File: src/rtl/draw_sequencer.sv
`default_nettype none
// ============================================================================
// Module      : draw_sequencer
// Description : Runs fillscreen then the circle engine on one start request,
//               and merges their plot streams into one clipped pixel stream.
// Revision    : 1.0 - initial release
// ============================================================================
module draw_sequencer #(
    parameter int SCREEN_W = 160,
    parameter int SCREEN_H = 120
) (
    input  logic        clk,
    input  logic        rst,
    input  logic        start,
    output logic        done,
    input  logic [2:0]  bg_colour,
    input  logic [2:0]  fg_colour,
    input  logic [7:0]  centre_x,
    input  logic [6:0]  centre_y,
    input  logic [7:0]  radius,
    output logic        fs_start,
    output logic [2:0]  fs_colour,
    input  logic        fs_done,
    input  logic [7:0]  fs_x,
    input  logic [6:0]  fs_y,
    input  logic [2:0]  fs_pcolour,
    input  logic        fs_plot,
    output logic        cir_start,
    output logic [2:0]  cir_colour,
    output logic [7:0]  cir_centre_x,
    output logic [6:0]  cir_centre_y,
    output logic [7:0]  cir_radius,
    input  logic        cir_done,
    input  logic [7:0]  cir_x,
    input  logic [6:0]  cir_y,
    input  logic [2:0]  cir_pcolour,
    input  logic        cir_plot,
    output logic [7:0]  vga_x,
    output logic [6:0]  vga_y,
    output logic [2:0]  vga_colour,
    output logic        vga_plot,
    output logic [14:0] plot_count
);

    localparam logic [8:0]  c_SCREEN_W  = 9'(SCREEN_W);
    localparam logic [7:0]  c_SCREEN_H  = 8'(SCREEN_H);
    localparam logic [14:0] c_COUNT_MAX = 15'h7FFF;

    typedef enum logic [1:0] {
        IDLE  = 2'd0,
        CLEAR = 2'd1,
        DRAW  = 2'd2,
        DONE  = 2'd3
    } state_t;

    state_t      r_state;
    logic        r_fs_start;
    logic        r_cir_start;
    logic        r_done;
    logic [2:0]  r_bg;
    logic [2:0]  r_fg;
    logic [7:0]  r_cx;
    logic [6:0]  r_cy;
    logic [7:0]  r_rad;
    logic [7:0]  r_vga_x;
    logic [6:0]  r_vga_y;
    logic [2:0]  r_vga_colour;
    logic        r_vga_plot;
    logic [14:0] r_count;

    logic        w_in_draw;
    logic        w_strobe;
    logic [7:0]  w_src_x;
    logic [6:0]  w_src_y;
    logic [2:0]  w_src_c;
    logic        w_forward;

    always_ff @(posedge clk or posedge rst) begin
        if (rst) begin
            r_state     <= IDLE;
            r_fs_start  <= 1'b0;
            r_cir_start <= 1'b0;
            r_done      <= 1'b0;
            r_bg        <= 3'd0;
            r_fg        <= 3'd0;
            r_cx        <= 8'd0;
            r_cy        <= 7'd0;
            r_rad       <= 8'd0;
        end else begin
            case (r_state)
                IDLE: begin
                    if (start) begin
                        r_bg       <= bg_colour;
                        r_fg       <= fg_colour;
                        r_cx       <= centre_x;
                        r_cy       <= centre_y;
                        r_rad      <= radius;
                        r_fs_start <= 1'b1;
                        r_state    <= CLEAR;
                    end
                end
                CLEAR: begin
                    if (fs_done) begin
                        r_fs_start  <= 1'b0;
                        r_cir_start <= 1'b1;
                        r_state     <= DRAW;
                    end
                end
                DRAW: begin
                    if (cir_done) begin
                        r_cir_start <= 1'b0;
                        r_done      <= 1'b1;
                        r_state     <= DONE;
                    end
                end
                DONE: begin
                    if (!start) begin
                        r_done  <= 1'b0;
                        r_state <= IDLE;
                    end
                end
                default: r_state <= IDLE;
            endcase
        end
    end

    // Only the engine owning the current phase may plot; the other stream is ignored.
    assign w_in_draw = (r_state == DRAW);
    assign w_strobe  = ((r_state == CLEAR) && fs_plot) || (w_in_draw && cir_plot);
    assign w_src_x   = w_in_draw ? cir_x       : fs_x;
    assign w_src_y   = w_in_draw ? cir_y       : fs_y;
    assign w_src_c   = w_in_draw ? cir_pcolour : fs_pcolour;
    assign w_forward = w_strobe && ({1'b0, w_src_x} < c_SCREEN_W)
                                && ({1'b0, w_src_y} < c_SCREEN_H);

    always_ff @(posedge clk or posedge rst) begin
        if (rst) begin
            r_vga_x      <= 8'd0;
            r_vga_y      <= 7'd0;
            r_vga_colour <= 3'd0;
            r_vga_plot   <= 1'b0;
            r_count      <= 15'd0;
        end else begin
            r_vga_plot <= w_forward;
            if (w_forward) begin
                r_vga_x      <= w_src_x;
                r_vga_y      <= w_src_y;
                r_vga_colour <= w_src_c;
            end
            if ((r_state == IDLE) && start) begin
                r_count <= 15'd0;
            end else if (w_forward && (r_count != c_COUNT_MAX)) begin
                r_count <= r_count + 15'd1;
            end
        end
    end

    assign done         = r_done;
    assign fs_start     = r_fs_start;
    assign fs_colour    = r_bg;
    assign cir_start    = r_cir_start;
    assign cir_colour   = r_fg;
    assign cir_centre_x = r_cx;
    assign cir_centre_y = r_cy;
    assign cir_radius   = r_rad;
    assign vga_x        = r_vga_x;
    assign vga_y        = r_vga_y;
    assign vga_colour   = r_vga_colour;
    assign vga_plot     = r_vga_plot;
    assign plot_count   = r_count;

endmodule
`default_nettype wire
File: config.mk
export PLATFORM = sky130hd
export DESIGN_NAME = draw_sequencer
export DESIGN_NICKNAME = d
export VERILOG_FILES = /design/src/rtl/draw_sequencer.sv
export SDC_FILE = /design/constraint.sdc
export NUM_CORES = 1
export LEC_CHECK = 0
export CAP_MARGIN = 25
export CORE_MARGIN = 2
export CORE_UTILIZATION = 45
export DETAILED_ROUTE_END_ITERATION = 10
export GPL_ROUTABILITY_DRIVEN = 0
export GPL_TIMING_DRIVEN = 0
export PLACE_DENSITY = 0.94
export SYNTH_ARGS = -nofsm -noshare
export SYNTH_HDL_FRONTEND = slang
export SYNTH_SLANG_ARGS = --single-unit
File: constraint.sdc
create_clock -name clk -period 4.17 [get_ports clk]
set_input_delay 0.834 -clock clk [delete_from_list [all_inputs] [get_ports clk]]
set_output_delay 0.834 -clock clk [all_outputs]
set_load 0.1 [all_outputs]
; Word-level counts from Yosys, hierarchy flattened
; Index checks and enable logic that the tools add are counted.
[totals]
elab_cells = 61
reg_bits = 68
in_bits = 72
[op_classes]
n_reduce_logical = 17
eq_ne = 8
add_sub_neg = 1
n_lt_le_gt_ge = 2
muxes = 19
[op_table]
columns = op, n
row1 = 2-to-1 mux 15 bit, 2
row2 = adder 15 x 1 -> 15 bit (second input constant), 1
row3 = inequality test 15 bit (second input constant), 1
row4 = AND reduction 3 bit, 3
row5 = < comparator 8 bit (second input constant), 1
row6 = 2-to-1 mux 2 bit, 4
row7 = 2-to-1 mux 8 bit, 1
row8 = inequality test 2 bit (second input constant), 4
row9 = one-hot mux 2 bit (4 select lines), 1
row10 = nonzero test 2 bit, 4
row11 = < comparator 7 bit (second input constant), 1
row12 = 2-to-1 mux 7 bit, 1
row13 = logical AND 1 bit, 6
row14 = 2-to-1 mux 1 bit, 6
row15 = one-hot mux 1 bit (2 select lines), 3
row16 = == test 2 bit (second input constant), 2
row17 = AND reduction 4 bit, 1
row18 = 2-to-1 mux 3 bit, 1
row19 = == test 2 x 1 -> 1 bit (second input constant), 1
row20 = logical NOT 2 bit, 1
row21 = AND reduction 2 bit, 1
row22 = logical OR 1 bit, 1

; Longest topological paths before layout
[logic_depth]
ltp_word = 8
depth_mapped = 10
depth_no_buf = 8

; Worst setup path before layout
; OpenSTA, ideal clock, no wires.
[synth_timing]
path_kind = register to register
from = register r_count[0], in the netlist plot_count[0]
to = register r_count[1], in the netlist plot_count[1]
path_buffers = 2
path_slack_ns = 1.601
t_arrival_ns = 2.491
required_ns = 4.092
path_stages_with_launch = 9
path_cell_list = dfrtp_1 ha_1 nand3_1 nor2_1 and4_4 buf_6 buf_4 o21ai_0 a21oi_1
[synth_between]
elab_chain_len = 3
[synth_lines]
columns = element, line_no
row1 = start: declaration, 69  ; logic [14:0] r_count;
row2 = start signal: assignment, 153  ; r_count <= r_count + 15'd1;
row3 = adder 15 x 1 -> 15 bit or inequality test 15 bit (tied branches), "153, 152"
row4 = 2-to-1 mux 15 bit or logical AND 1 bit (tied branches), 152  ; end else if (w_forward && (r_count != c_COUNT_MAX)) begin
row5 = 2-to-1 mux 15 bit or nonzero test 2 bit (tied branches), -
; Several ways; a longest one is shown, not always the timed one. The select of a mux whose other input is x is not followed.
; A chain may end at the register's enable or synchronous reset.

; Worst setup path after layout
[layout_timing]
from = register r_count[0], in the netlist plot_count[0]
to = output plot_count[0]
[layout_lines]
columns = element, line_no
row1 = end: declaration, 42  ; output logic [14:0] plot_count
; No word-level cell between the ends.

==> results summary <==
The run finished with clean final reports. The total number of H-tree levels came out at 3. The layout-stage area growth over the synthesis result is 54.1%.

The die width came out at 87.6 µm. The initial utilization of the core area, before any placement, comes to 0.463. The buffer count from post-CTS setup fixing is 0. The first-pass iteration count of the detailed router came out at 4. The number of cells on the critical path is 1. The most common library cell in the layout ignoring fill and taps is clkdlybuf4s50_1. The final cycle utilization of the critical path is 0.672.

The number of instances in the synthesized netlist is 339. The most used flip-flop cell after synthesis is dfrtp_1. The number of top-level design ports is 138. Yosys printed 0 warnings. The number of antenna violations at the first check in global routing came out at 0. Counting flops and latches in the post-synthesis netlist gives 68.

The number of enable flip-flop cells after synthesis came out at 0. In this run the vertical extent of the chip is 87.6 µm. The final number of hold-violating endpoints is 0. The setup path with the least slack is of type reg -> out. The buffering stage count on the worst path with inverters included came out at 1. The path class of the tightest hold or removal check is reg -> reg. The placement row count came out at 30.

For the worst setup path, the data arrival time is 1.97 ns. The async set-reset flop share out of synthesis came out at 1.00. In the layout the commonest cells are clkdlybuf4s50_1 (137), nand2_1 (122), dfrtp_1 (68). The endpoint identified for the worst register-to-register timing path is plot_count[12]$_DFFE_PP0P_.

Once detailed placement completed, the half-perimeter wirelength came to 6520 µm. The max capacitance violation total is 0. The clock-pin slew of the registers on the worst-case setup and hold paths came out at 0.07 ns. The part of the Yosys area used for sequential elements came out at 0.541. The worst setup path is captured at a primary output. Walking the worst path, the cells encountered are clkdlybuf4s50_1. The via count of the first global-routing pass came out at 3191. The setup slack on the worst flop-to-flop path is 1.86 ns. Timing analysis after detailed placement gives a worst setup slack of 1.38 ns.

The depth of the worst register-to-register path is 10. The synthesized area per cell came out at 9.29 µm². The average detailed-routed wire length per instance is 15.0 µm. The area of all placed cells without fillers came out at 0.00485 mm².

The endpoint of the most critical setup path is plot_count[0]. The clock net in this run drives a total of 68 sinks. The number of buffers inserted during clock tree synthesis is 9. Timing would allow up to 357 MHz. The quantity of hold-fixing buffers added after cts came out at 0. The slowest stage of the critical path is the clkdlybuf4s50_1 cell. The highest net fanout along the worst path came out at 6.

The initial detailed-routing violation count came out at 154. The wire length of the first global-routing pass came out at 14200 µm. The proportion of layout cells with a drive suffix above 1 came out at 0.0612.

The final layout contains 564 nets. The worst stage delay on the critical path is 1.20 ns. The count of endpoints failing setup in the final report is 0. The number of buffer cells added on primary ports is 137. The via total after detailed routing is 3042. The post-cts gate resize count came out at 0. The layout has 506 filler cells. At the pin with the least slew margin, the transition time is 1.00 ns.

The final wirelength is 8770 µm. Dividing the detail-routed via count by the number of cells gives 5.19. At the later pin of the worst-skew pair, clock insertion delay measures 0.33 ns. The cell area after synthesis is 0.00315 mm². The sequential cell area in the final layout is 0.00170 mm². The worst slew margin relative to its limit came out at 0.329. The number of buffers on the longest clock path came out at 2. Across all setup checks in the final design, the least slack found is 1.37 ns. Setup repair after global routing left no endpoint under its margin. The number of antenna diodes in the final layout is 0. The placed instances occupy a cell area of 0.00464 mm².

Tracing the worst setup path back leads to its startpoint at plot_count[0]$_DFFE_PP0P_. The multi-input combinational cell area came out at 0.00135 mm². The clock tree skew after final layout came out at 0.00574 ns. The area of the die came out at 0.00768 mm². The sum of negative setup slack came out at 0 ns. After detailed routing, the number of remaining DRC violations is 0. The clock tree from TritonCTS is done.

The cell family with the largest share of critical-path delay is buffers and inverters. The required arrival time at the worst endpoint is 3.34 ns. The leftover overflow at the end of global routing came out at 0.

The total routing resource utilization after global routing is 0.236. The count of pins over their slew limit came out at 0. The type of origin of the critical path is a flop. The count of different cell masters after synthesis is 38. The total area inside the core boundary comes to 0.00679 mm². The number of antenna-violating nets in the routed design is 0. The root buffer cell chosen for the clock tree is clkbuf_8. The shortest clock period the worst path allows after layout is 2.80 ns. The beginning of the worst register-to-register path is r_state[0]$_DFFE_PP0P_. Counting every net in the synthesized netlist gives 416.

The largest net degree at the start of global routing came out at 69.
-- synth_stat cells (2+ instances only) --
| master | count | share of area |
|---|---|---|
| mux2_2 | 2 | 0.0072 |
| clkbuf_1 | 10 | 0.012 |
| ha_1 | 5 | 0.020 |
| buf_2 | 5 | 0.0079 |
| dfrtp_1 | 68 | 0.54 |
| or4_1 | 7 | 0.017 |
| a21oi_1 | 12 | 0.019 |
| nand2_1 | 122 | 0.15 |
| nor3_1 | 3 | 0.0048 |
| nor2_1 | 9 | 0.011 |
| and4_4 | 2 | 0.0072 |
| nand3_1 | 7 | 0.011 |
| and2_1 | 3 | 0.0060 |
| a31oi_1 | 3 | 0.0060 |
| o21ai_0 | 22 | 0.035 |
| mux2i_1 | 19 | 0.060 |
| nor4_1 | 2 | 0.0040 |
| nand2b_1 | 7 | 0.014 |
| a41oi_1 | 2 | 0.0056 |
| inv_1 | 3 | 0.0036 |
| nand4_1 | 2 | 0.0040 |
| a22o_1 | 2 | 0.0056 |
| o31ai_1 | 7 | 0.017 |
-- area by class of cell --
class                      count  area share
multi-input combinational    249       0.278
buffer                        18      0.0175
clock inverter                 1     0.00619
timing repair buffer         137       0.283
tap                           96      0.0248
clock buffer                  13      0.0369
sequential                    68       0.351
inverter                       4     0.00361
-- sequential cells by signal, indices dropped and copies added, names as in the netlist --
| signal | flops |
|---|---|
| cir_centre_x | 8 |
| fs_start | 1 |
| r_state | 2 |
| vga_y | 7 |
| vga_plot | 1 |
| vga_x | 8 |
| cir_colour | 3 |
| done | 1 |
| vga_colour | 3 |
| fs_colour | 3 |
| plot_count | 15 |
| cir_start | 1 |
| cir_radius | 8 |
| cir_centre_y | 7 |
-- cells by family after synthesis --
group	share of synthesized area
compound gates	0.0962
fa+ha+maj	0.0199
buf+inv	0.0318
flops	0.541
mux	0.0676
simple gates	0.244
-- per-layer routing --
layer,track usage,vias to the layer above,part of all wire
met4,0.0825,0,0.011
li1,-,1447,-
met3,0.0754,13,0.083
met1,0.272,1451,0.40
met2,0.414,131,0.51
met5,0,-,0
-- metrics by stage --
step                      utilization  cells  hold slack, ns
after floorplan                     -    339           0.502
after global placement          0.683    572           0.458
after detailed placement        0.683    572           0.462
after CTS                       0.714    586           0.480
after global routing            0.714    586           0.503
final                           0.714    586           0.477
-- how the worst min path moves through the flow --
stage	endpoint	cells after the start	startpoint	slack (ns)
after floorplan	r_state[0]$_DFFE_PP0P_	2	r_state[0]$_DFFE_PP0P_	0.50
after CTS	fs_colour[1]$_DFFE_PP0P_	2	fs_colour[1]$_DFFE_PP0P_	0.48
after global routing	vga_x[2]$_DFFE_PP0P_	2	vga_x[2]$_DFFE_PP0P_	0.50
after global placement	fs_colour[1]$_DFFE_PP0P_	2	fs_colour[1]$_DFFE_PP0P_	0.46
final	fs_colour[1]$_DFFE_PP0P_	2	fs_colour[1]$_DFFE_PP0P_	0.48
after detailed placement	fs_colour[1]$_DFFE_PP0P_	2	fs_colour[1]$_DFFE_PP0P_	0.46
Power is left out: the tool's default activity adds up to more than one toggle a clock period on the data nets, which glitch-free logic cannot reach.
==> RTL edit 1 (same settings) <==
Put one more register stage on the output `cir_radius`. The value now appears one clock later. The other outputs are not delayed to match.
--- a/src/rtl/draw_sequencer.sv
+++ b/src/rtl/draw_sequencer.sv
@@ -164,3 +164,5 @@
     assign cir_centre_y = r_cy;
-    assign cir_radius   = r_rad;
+    always_ff @(posedge clk) begin
+        cir_radius <= r_rad;
+    end
     assign vga_x        = r_vga_x;
Behaviour: not the same (Yosys sat finds a counterexample within 4 cycles, from zero or initial values and one cycle with rst high).
==> RTL edit 1 against the original RTL <==
  * Design area grew 2.6%
  * Core utilization down 1.7 points
  * Area after synthesis increased by 4.0%
  * Setup slack lost 71 ps
  * Sequential cell count increased by 8
  * Critical path depth grew 6
  * Non-clock buffer count rose by 1
  * Routed wire length rose by 1.1%
Power is left out: the tool's default activity adds up to more than one toggle a clock period on the data nets, which glitch-free logic cannot reach.
==> RTL edit 1: results (changes against the original RTL) <==
Parameter                              Value

Logic synthesis
  Top_reg_cell synth ... dfrtp_1
  Synth top area cells ... dfrtp_1, nand2_1, mux2i_1
  Share of synthesized flip-flops with an asynchronous set or reset ... 89.5% (-11 points)
  Most used standard cells in the synthesized netlist ... nand2_1, dfrtp_1, o21ai_0, mux2i_1, clkbuf_1
  Sequential area share after synthesis ... 56.9% (+2.8 points)
  Number of warnings issued by yosys ... 0 (unchanged)
  Number of nets produced by synthesis ... 425 (+2.2%)
  Count of distinct cell types in the synthesized netlist ... 34 (-11%)

Worst hold path
  Worst hold start ... r_rad[0]$_DFFE_PP0P_
  Hold/Removal Path Class ... flop to flop
  Cell count of the worst hold path ... 0 (-2)
  Hold-critical path endpoint ... cir_radius[0]$_DFF_P_

Final layout
  Number of flip-flops in the largest register ... 15 (unchanged)
  Share of cells above drive strength 1 ... 3.99% (-2.1 points)
  Net total in the final layout ... 573 (+1.6%)
  Fill count ... 555 (+9.7%)
  Ant. Diodes ... 0 (unchanged)

Critical path
  Max FO, Critical Path ... 10 (+4)
  Arrival time of data at the critical path endpoint ... 3140 ps (+1170 ps)
  Critical path's slowest cell ... clkdlybuf4s50_1
  R2R setup slack ... 1500 ps (-360 ps)
  Launch point of the worst reg-to-reg path ... r_state[0]$_DFFE_PP0P_
  Biggest cell delay along the critical path ... 410 ps (-790 ps)
  Worst Reg2Reg Path Length in Cells ... 10 (unchanged)
  Worst R2R End ... vga_y[0]$_DFFE_PP0P_

GRT
  Number of antenna violations at the first check in global routing ... 0 (unchanged)
  Via count of the first global-routing pass ... 3,001 (-6.0%)
  All-Layer GR Usage ... 22.2% (-1.4 points)
  Pin count of the biggest net entering global routing ... 69 (unchanged)
  First-pass GRT wire length ... 13,500 um (-5.5%)

CTS
  Clock-pin slew on the worst setup and hold paths ... 90 ps (+20 ps)
  Number of setup buffers added after CTS ... 0 (unchanged)
  Maximum number of buffers from clock root to sink ... 2 (unchanged)
  Source-to-sink clock delay at the later pin of the worst-skew pair ... 350 ps (+20 ps)
  Post-CTS resize count ... 0 (unchanged)
  Total CTS buffers ... 9 (unchanged)
  Clock tree root driver cell ... clkbuf_8
  Number of levels the H-tree was split into ... 3 (unchanged)

Routing
  Pre-Repair DR Iteration Count ... 4 (unchanged)
  Wirelength per Cell ... 14.8 um (-1.2%)
  Number of DRC markers after the initial detailed-route iteration ... 107 (-31%)
  Number of vias after detailed routing ... 3,158 (+3.8%)

Placement
  Half-perimeter wire length after placement ... 6690 um (+2.7%)
  I/O Buffers ... 137 (unchanged)

Status
  Run status ... finished, final reports clean

STA
  Max_slew headroom ... 30.9% (-2.1 points)
  Setup clock skew after layout ... 13.1 ps (+7.36 ps)
[RTL edit 1: cell types whose count changed after synthesis, moves of 5 or more]
cell,unedited run,this run
nand4_1,2,7
clkbuf_1,10,16
dfxtp_1,0,8
o21ai_0,22,28
nor2_1,9,4
[RTL edit 1: cell type report]
type | count | area [um2] | area share [%]
timing repair buffer | 137 | 1370 | 27.6
clock buffer | 9 | 124 | 2.49
clock inverter | 7 | 82.6 | 1.66
buffer | 19 | 72.6 | 1.46
multi-input combinational | 248 | 1320 | 26.5
tap | 99 | 124 | 2.49
inverter | 5 | 21.3 | 0.427
sequential | 76 | 1860 | 37.4
[RTL edit 1: worst max path at each step]
| stage | slack, ps | start | end | cells after the start |
|---|---|---|---|---|
| after floorplan | 1570 | plot_count[0]$_DFFE_PP0P_ | plot_count[8]$_DFFE_PP0P_ | 7 |
| after global placement | 510 | rst | vga_y[2]$_DFFE_PP0P_ | 2 |
| after detailed placement | 950 | cir_x[6] | plot_count[12]$_DFFE_PP0P_ | 7 |
| after CTS | 1300 | cir_x[6] | plot_count[12]$_DFFE_PP0P_ | 7 |
| after global routing | 1140 | cir_x[6] | plot_count[12]$_DFFE_PP0P_ | 7 |
| final | 1300 | cir_x[6] | plot_count[12]$_DFFE_PP0P_ | 7 |
[RTL edit 1: routing by layer]
metal / global-route usage [%] / vias up / wire length, um
met5: 0 / - / 0
met4: 9.91 / 0 / 219
met3: 4.99 / 20 / 700
met2: 38.5 / 142 / 4510
met1: 26.4 / 1513 / 3440
li1: - / 1483 / -
[RTL edit 1: worst max-delay path: cells and delay by family]
family	cells	cell delay, ps
buffers and inverters	2	750
AOI/OAI and AO/OA	1	200
and+or+nand+nor	3	1090
muxes	1	260
[RTL edit 1: kinds of logic after synthesis]
logic type,count (synthesis),share of synthesized area [%]
adder cells (fa/ha/maj),5,1.91
AND/OR/NAND/NOR,171,23.5
AO/OA/AOI/OAI,54,9.37
buffers and inverters,24,2.79
flip-flops,76,56.9
multiplexers,18,5.54
[RTL edit 1: stage by stage]
step                      setup slack (ps)  cells  hold slack, ps  area [um2]
final                                 1300    600             366        4980
after global routing                  1140    600             375        4980
after CTS                             1300    600             368        4980
after detailed placement               951    584             355        4770
after global placement                 507    584             351        4770
after floorplan                       1570    348             347        3270
==> RTL edit 2 (config.mk and constraints unchanged) <==
Made on the original files. Change the parameter `SCREEN_W` from 160 to 80.
--- a/src/rtl/draw_sequencer.sv
+++ b/src/rtl/draw_sequencer.sv
@@ -8,3 +8,3 @@
 module draw_sequencer #(
-    parameter int SCREEN_W = 160,
+    parameter int SCREEN_W = 80,
     parameter int SCREEN_H = 120
Behaviour: not the same (a bounded check fails within 4 cycles, from zero or initial values and one cycle with rst high).
==> RTL edit 2 against the original RTL <==
  * Design area increased by 2.0%
  * First-iteration DRC count increased by 34%
  * Area after synthesis increased by 2.1%
  * Routed wire length increased by 1.6%
  * Setup slack got worse by 30 ps
  * Synthesized cell count decreased by 5.3%
  * Sequential cell count unchanged
  * Highest routed layer unchanged
Power is left out: the tool's default activity adds up to more than one toggle a clock period on the data nets, which glitch-free logic cannot reach.
==> RTL edit 2: results (changes against the original RTL) <==
Parameter                              Value

Critical path
  Biggest cell delay along the critical path ... 1180 ps (-20 ps)
  Max FO, Critical Path ... 8 (+2)
  Arrival time of data at the critical path endpoint ... 2000 ps (+30 ps)

Routing
  Number of DRC markers after the initial detailed-route iteration ... 207 (+34%)
  Sum of met3 wire segment lengths after detailed routing ... 526 um (-28%)
  Number of vias after detailed routing ... 2,962 (-2.6%)
  DRT met1 WL ... 3520 um (+0.23%)
  Wirelength per Cell ... 15.6 um (+4.3%)
  Number of vias per cell ... 5.19 (about the same)

Logic synthesis
  Sequential area share after synthesis ... 52.9% (-1.1 points)
  Synth top area cells ... dfrtp_1, nand2_1, mux2_2
  Most used standard cells in the synthesized netlist ... nand2_1, dfrtp_1, mux2_2, a21oi_1, clkbuf_1
  Synth Area per Inst ... 10.0 um2 (+7.8%)
  Count of distinct cell types in the synthesized netlist ... 35 (-7.9%)
  Number of nets produced by synthesis ... 398 (-4.3%)

GRT
  Met2 demand-to-capacity share in global routing ... 40.7% (-0.65 points)
  First-pass GRT wire length ... 14,400 um (+0.87%)
  Pin count of the biggest net entering global routing ... 39 (-43%)
  Global routing usage on met1 ... 28.6% (+1.4 points)
  Via count of the first global-routing pass ... 3,084 (-3.4%)

Placement
  Cell area reported after detailed placement ... 4730 um2 (+1.8%)
  Half-perimeter wire length after placement ... 6670 um (+2.3%)

STA
  Max_slew headroom ... 32.1% (-0.88 points)

Final layout
  Share of cells above drive strength 1 ... 13.5% (+7.4 points)
  Net total in the final layout ... 547 (-3.0%)

Status
  Run status ... finished, final reports clean
RTL edit 2: kinds of logic (layout without fill, tap and decap cells):
family | count (synthesis) | in the layout | synth area share (%)
DFF | 68 | 68 | 52.9
AOI/OAI and AO/OA | 40 | 40 | 8.33
buffers and inverters | 24 | 178 | 3.70
adders and majority gates | 5 | 5 | 1.95
muxes | 34 | 34 | 11.8
and+or+nand+nor | 150 | 150 | 21.3
RTL edit 2: per-stage QoR:
step / worst slack, ps / hold WS (ps) / util [%]
6_report: 1340 / 476 / 72.0
5_1_grt: 1290 / 498 / 72.0
4_1_cts: 1330 / 480 / 72.0
3_5_place_dp: 1210 / 462 / 68.8
3_3_place_gp: 519 / 458 / 68.5
2_1_floorplan: 1620 / 528 / -
RTL edit 2: path summary, 6_finish.rpt:
check / startpoint / endpoint / slack [ps] / depth (start not counted)
worst max-delay path: plot_count[2]$_DFFE_PP0P_ / plot_count[2] / 1340 / 1
worst min-delay path: cir_radius[5]$_DFFE_PP0P_ / cir_radius[5]$_DFFE_PP0P_ / 480 / 2
worst max register to register: r_state[0]$_DFFE_PP0P_ / vga_colour[2]$_DFFE_PP0P_ / 1620 / 7
worst min register to register: cir_radius[5]$_DFFE_PP0P_ / cir_radius[5]$_DFFE_PP0P_ / 480 / 2
max in group asynchronous: rst / plot_count[3]$_DFFE_PP0P_ / 2630 / 3
min in group asynchronous: rst / cir_colour[1]$_DFFE_PP0P_ / 910 / 2
RTL edit 2: area by class of cell:
class / count / area (um2)
Sequential cell: 68 / 1700
Timing Repair Buffer: 138 / 1390
Clock inverter: 3 / 42.5
Tap cell: 96 / 120
Clock buffer: 13 / 179
Buffer: 17 / 92.6
Multi-Input combinational cell: 229 / 1390
Inverter: 7 / 26.3
Fill cell: 495 / 1920
